<file path="src/rtl/rsp_reorder_buffer.sv">
// ---------------------------------------------------------------------------
// rsp_reorder_buffer
//
// Purpose:
//   Hands out read tags in order, accepts their responses in any order, and
//   releases the responses downstream strictly in the order the tags were
//   allocated. DEPTH = 2**TAG_WIDTH transactions may be in flight at once.
//
// Ports:
//   clk, rst         clock (rising edge) and synchronous active-high reset
//   alloc_req        upstream wants a tag for a new read
//   alloc_ok         a tag is free this cycle (alloc taken on req & ok)
//   alloc_tag        tag granted this cycle
//   rsp_valid        response channel has an entry
//   rsp_tag          tag of that response
//   rsp_data         payload of that response
//   rsp_rd_en        pop strobe back to the response channel
//   out_valid        in-order head response available
//   out_ready        downstream accepts the head response
//   out_tag          tag of the head response
//   out_data         payload of the head response
//   occupancy        allocated but not yet retired tags (0..DEPTH)
//   err              sticky: response for a non-pending or already-filled tag
// ---------------------------------------------------------------------------
module rsp_reorder_buffer #(
    parameter int TAG_WIDTH  = 3,
    parameter int DATA_WIDTH = 512
) (
    input  logic                  clk,
    input  logic                  rst,
    input  logic                  alloc_req,
    output logic                  alloc_ok,
    output logic [TAG_WIDTH-1:0]  alloc_tag,
    input  logic                  rsp_valid,
    input  logic [TAG_WIDTH-1:0]  rsp_tag,
    input  logic [DATA_WIDTH-1:0] rsp_data,
    output logic                  rsp_rd_en,
    output logic                  out_valid,
    input  logic                  out_ready,
    output logic [TAG_WIDTH-1:0]  out_tag,
    output logic [DATA_WIDTH-1:0] out_data,
    output logic [TAG_WIDTH:0]    occupancy,
    output logic                  err
);

    localparam int                DEPTH   = 1 << TAG_WIDTH;
    localparam logic [TAG_WIDTH:0] DEPTH_P = (TAG_WIDTH + 1)'(DEPTH);

    // Pointers carry one extra wrap bit so full (diff == DEPTH) and empty
    // (diff == 0) are distinguishable.
    logic [TAG_WIDTH:0]    alloc_ptr_q,  alloc_ptr_d;
    logic [TAG_WIDTH:0]    retire_ptr_q, retire_ptr_d;
    logic [DEPTH-1:0]      pending_q,    pending_d;
    logic [DEPTH-1:0]      filled_q,     filled_d;
    logic                  err_q,        err_d;
    logic [DATA_WIDTH-1:0] store_q [DEPTH];

    logic [TAG_WIDTH:0]    occ_raw;
    logic [TAG_WIDTH-1:0]  alloc_idx;
    logic [TAG_WIDTH-1:0]  head_idx;
    logic                  alloc_fire;
    logic                  retire_fire;
    logic                  rsp_accept;
    logic                  rsp_reject;

    assign occ_raw   = alloc_ptr_q - retire_ptr_q;
    assign alloc_idx = alloc_ptr_q[TAG_WIDTH-1:0];
    assign head_idx  = retire_ptr_q[TAG_WIDTH-1:0];

    // Outputs are gated by rst so they read as idle while reset is held,
    // even before the first reset edge has cleared the state.
    assign alloc_ok  = ~rst & (occ_raw < DEPTH_P);
    assign alloc_tag = alloc_idx;
    assign rsp_rd_en = rsp_valid & ~rst;
    assign out_valid = filled_q[head_idx] & ~rst;
    assign out_tag   = head_idx;
    assign out_data  = store_q[head_idx];
    assign occupancy = rst ? '0 : occ_raw;
    assign err       = err_q & ~rst;

    assign alloc_fire  = alloc_req & alloc_ok;
    assign retire_fire = out_valid & out_ready;
    assign rsp_accept  = rsp_rd_en & pending_q[rsp_tag] & ~filled_q[rsp_tag];
    assign rsp_reject  = rsp_rd_en & ~(pending_q[rsp_tag] & ~filled_q[rsp_tag]);

    always_comb begin
        // NOTE: combinational blocks use blocking '=' and assign every output
        // a default first, so later lines can override it without a latch.
        alloc_ptr_d  = alloc_ptr_q + (TAG_WIDTH + 1)'(alloc_fire);
        retire_ptr_d = retire_ptr_q + (TAG_WIDTH + 1)'(retire_fire);
        pending_d    = pending_q;
        filled_d     = filled_q;
        err_d        = err_q | rsp_reject;

        if (retire_fire) begin
            pending_d[head_idx] = 1'b0;
            filled_d[head_idx]  = 1'b0;
        end

        // A filled head can never also be an accepted response target, so
        // this cannot collide with the retire clear above.
        if (rsp_accept) begin
            filled_d[rsp_tag] = 1'b1;
        end

        // Applied after the retire clear: an index reused in the same cycle
        // it retires ends up pending and not filled.
        if (alloc_fire) begin
            pending_d[alloc_idx] = 1'b1;
        end
    end

    always_ff @(posedge clk) begin
        // NOTE: sequential state uses non-blocking '<=' so every register
        // samples the pre-edge values, independent of statement order.
        if (rst) begin
            alloc_ptr_q  <= '0;
            retire_ptr_q <= '0;
            pending_q    <= '0;
            filled_q     <= '0;
            err_q        <= 1'b0;
        end else begin
            alloc_ptr_q  <= alloc_ptr_d;
            retire_ptr_q <= retire_ptr_d;
            pending_q    <= pending_d;
            filled_q     <= filled_d;
            err_q        <= err_d;
        end
    end

    // NOTE: the payload store has no reset; the filled bits already say which
    // entries hold meaningful data, and leaving it unreset lets it map to RAM.
    always_ff @(posedge clk) begin
        if (rsp_accept) begin
            store_q[rsp_tag] <= rsp_data;
        end
    end

endmodule

</file>
<file path="config.mk">
export PLATFORM = sky130hd
export DESIGN_NAME = rsp_reorder_buffer
export DESIGN_NICKNAME = d
export VERILOG_FILES = /design/src/rtl/rsp_reorder_buffer.sv
export SDC_FILE = /design/constraint.sdc
export NUM_CORES = 2
export LEC_CHECK = 0
export CORE_UTILIZATION = 58
export DETAILED_ROUTE_END_ITERATION = 16
export PLACE_DENSITY = 0.78
export SLEW_MARGIN = 20
export SYNTH_ARGS = -nofsm -noshare
export SYNTH_HDL_FRONTEND = slang
export SYNTH_SLANG_ARGS = --single-unit
</file>
<file path="constraint.sdc">
create_clock -name clk -period 76 [get_ports clk]
set_input_delay 22.8 -clock clk [delete_from_list [all_inputs] [get_ports clk]]
set_output_delay 22.8 -clock clk [all_outputs]
set_load 0.02 [all_outputs]
</file>
==> reports/metrics.cfg <==
[sta]
slew_headroom=0.193
drv_slew=0
setup_tns_ns=0
setup_viol=0
fin_crit_ns=47.32
tightest_slew_ns=1.21
skew_ns=0.0535
finalHoldViolCount=0
final.period_utilization=0.623
max_freq_ghz=0.0211
rsz0062_at_grt=no

[clocking]
numCtsBuffers=401
h-tree-depth=5
cts-resized-gates=0
ctsHoldBuffers=0
clock_latency_ns=0.92
clkTransAtPathRegs_ns=0.06
cts_tree=done
cts.sinks=4121
post_cts_buffers=0
root_buffer=clkbuf_16
clk_path_buf_depth=4

[drt]
wl_per_cell_um=32.3
drc=0
drt-total-wl_mm=409
initialDrtViolationCount=11949
ant_nets=0
dr.pass1.iters=9
vias_per_cell=6.76
vias=85535

[layout]
fillers=15371
syn2layout_area_growth_pct=17.7
drive_above_1_share=0.0957
nets=9378

[floorplanning]
rows=186
pin_count=1046
die_area_um2=262000
dieHeight_um=511
die_w_um=511
coreArea_um2=257000
initial_core_util=0.585

[critical_path]
critical_path_class=input pin to output port
crit_top_cell=clkdlybuf4s50_1
critPathMaxStageDelay_ns=0.69
rr_startpoint=filled_q[4]$_SDFF_PP0_
rr_endpoint=store_q[2][308]$_DFFE_PP_
crit_arrival_ns=24.52
path_delay_family=buffers and inverters
regToRegSetupSlack_ns=70.01
start_kind=input pin
crit_path_max_fanout=36
crit_path_top_delay_cell=clkdlybuf4s50_1
reg2reg_depth=8
crit_chain=clkdlybuf4s50_1 -> buf_4 -> nor2b_1 -> clkdlybuf4s50_1
cp-end-kind=output port
path_buf_inv=3
cp.required_ns=53.20

[global_route]
grt_use_total=0.304
grt_max_degree=132
grt_pass1_vias=83699
grt.overflow.total=0
grt_pass1_wl_mm=580
antenna_found_initial=144

[power]
total_leakage_power_nw=54.7
power_w=0.00446
p_per_area_nw_per_um2=25.2
irDropWorstVdd_uv=21.6

[yosys]
async_flop_share=0
syn_area_per_cell_um2=19.3
ys.flop_type=edfxtp_1
seq_area_frac_synth=0.821
synth-edff-count=4096
yosysWarnings=0
syn_nets=8317
syn_area_um2=151000
synth-seq-cells=4121
syn_inst=7789
ys_types=60

[placed_design]
place_congestion=0.837
post-dp-hpwl_mm=219
io_buffers=1045

[worst_hold_path]
whs_path_depth=2
min_path_type=flip-flop to flip-flop
holdPathEnd=pending_q[4]$_SDFF_PP0_
min_from=pending_q[4]$_SDFF_PP0_

[job]
cap_violations=0

[run_status]
status=completed

==> worst max-delay path by stage <==
| stage | from | to | slack [ns] | depth (start not counted) |
|---|---|---|---|---|
| final | rst | rsp_rd_en | 28.68 | 4 |
| after global placement | rst | rsp_rd_en | 28.74 | 4 |
| after global routing | rst | rsp_rd_en | 28.61 | 4 |
| after floorplan | rsp_tag[0] | store_q[5][0]$_DFFE_PP_ | 15.58 | 4 |
| after detailed placement | rst | rsp_rd_en | 28.72 | 4 |
| after CTS | rst | rsp_rd_en | 28.71 | 4 |
==> tightest hold or removal path, delay by kind of cell, from the launching register on <==
kind | cells | cell delay [ns]
flip-flops | 1 | 0.31
AO/OA/AOI/OAI | 1 | 0.08
buffers and inverters | 1 | 0.05
==> logic make-up after synthesis <==
family | count (synthesis) | share of synthesized area
compound gates | 2075 | 0.107
xor+xnor | 6 | 0.000349
fa+ha+maj | 8 | 0.000715
buf+inv | 559 | 0.0157
flops | 4121 | 0.821
mux | 579 | 0.0421
simple gates | 441 | 0.0132
==> cells in the final DEF, fill, tap and decap left out, types with 141 or more instances in the layout <==
master,n
mux2i_1,207
mux2_2,141
o21ai_1,315
clkbuf_16,405
mux2_1,224
clkdlybuf4s50_1,1045
edfxtp_1,4096
a222oi_1,214
a22oi_1,536
a221oi_1,543
a22o_1,154
==> Yosys cell counts, types with 3 or more instances <==
cell type / instances / area [um^2]
a21oi_1: 133 / 666
mux4_2: 6 / 135
nand3_1: 129 / 646
edfxtp_1: 4096 / 123000
o2bb2ai_1: 4 / 35.0
ha_1: 7 / 87.6
a222oi_1: 214 / 2140
o32ai_1: 13 / 114
a22o_1: 154 / 1350
a221oi_1: 543 / 4760
dfxtp_1: 25 / 500
mux2_2: 141 / 1590
buf_1: 47 / 176
buf_4: 25 / 188
and3_1: 4 / 25.0
and3b_1: 3 / 26.3
clkbuf_1: 342 / 1280
buf_2: 125 / 626
xnor2_1: 4 / 35.0
nand2b_1: 11 / 68.8
nand4_1: 5 / 31.3
nor2b_1: 15 / 93.8
o211a_1: 92 / 921
a22oi_1: 536 / 4020
mux2_1: 224 / 2520
nor3b_1: 3 / 22.5
inv_1: 15 / 56.3
o221ai_1: 5 / 43.8
o211ai_1: 50 / 375
o21ai_1: 315 / 1580
mux2i_1: 207 / 2070
and2_1: 3 / 18.8
nand2_1: 136 / 510
nor2_1: 121 / 454
==> where the power goes <==
| part | total, W | switching (W) | internal [W] |
|---|---|---|---|
| sequential | 0.00251 | 0.00000224 | 0.00251 |
| combinational | 0.0000696 | 0.0000409 | 0.0000287 |
| clock | 0.00188 | 0.000822 | 0.00106 |
==> per-layer routing <==
metal,GRT usage,vias up,part of all wire
met5,0,-,0.0019
met3,0.0899,981,0.12
li1,-,35147,-
met1,0.397,43521,0.36
met4,0.151,120,0.048
met2,0.470,5766,0.47
==> layout make-up <==
cell class / instances / area (um^2) / share of cell area
Inverter: 18 / 81.3 / 0.000459
Clock buffer: 501 / 10500 / 0.0593
Timing Repair Buffer: 1199 / 11800 / 0.0669
Sequential cell: 4121 / 124000 / 0.697
Clock inverter: 218 / 1880 / 0.0106
Antenna cell: 99 / 248 / 0.00140
Multi-Input combinational cell: 3109 / 24800 / 0.140
Tap cell: 3384 / 4230 / 0.0239
==> state kept, by name, summed over array words and instances (netlist names) <==
| register | count |
|---|---|
| store_q | 4096 |
| filled_q | 8 |
| pending_q | 8 |
| alloc_ptr_q | 4 |
| retire_ptr_q | 4 |
| err_q | 1 |
==> through the flow <==
step,std cells,hold slack (ns),util,worst slack (ns),area (um^2)
global route,12606,0.501,0.688,28.61,177000
detailed placement,11831,0.475,0.639,28.72,164000
finish,12649,0.487,0.688,28.68,177000
CTS,12550,0.485,0.687,28.71,177000
global placement,11830,0.460,0.639,28.74,164000
floorplan,7789,0.452,-,15.58,151000
(Power assumes the default switching activity.)
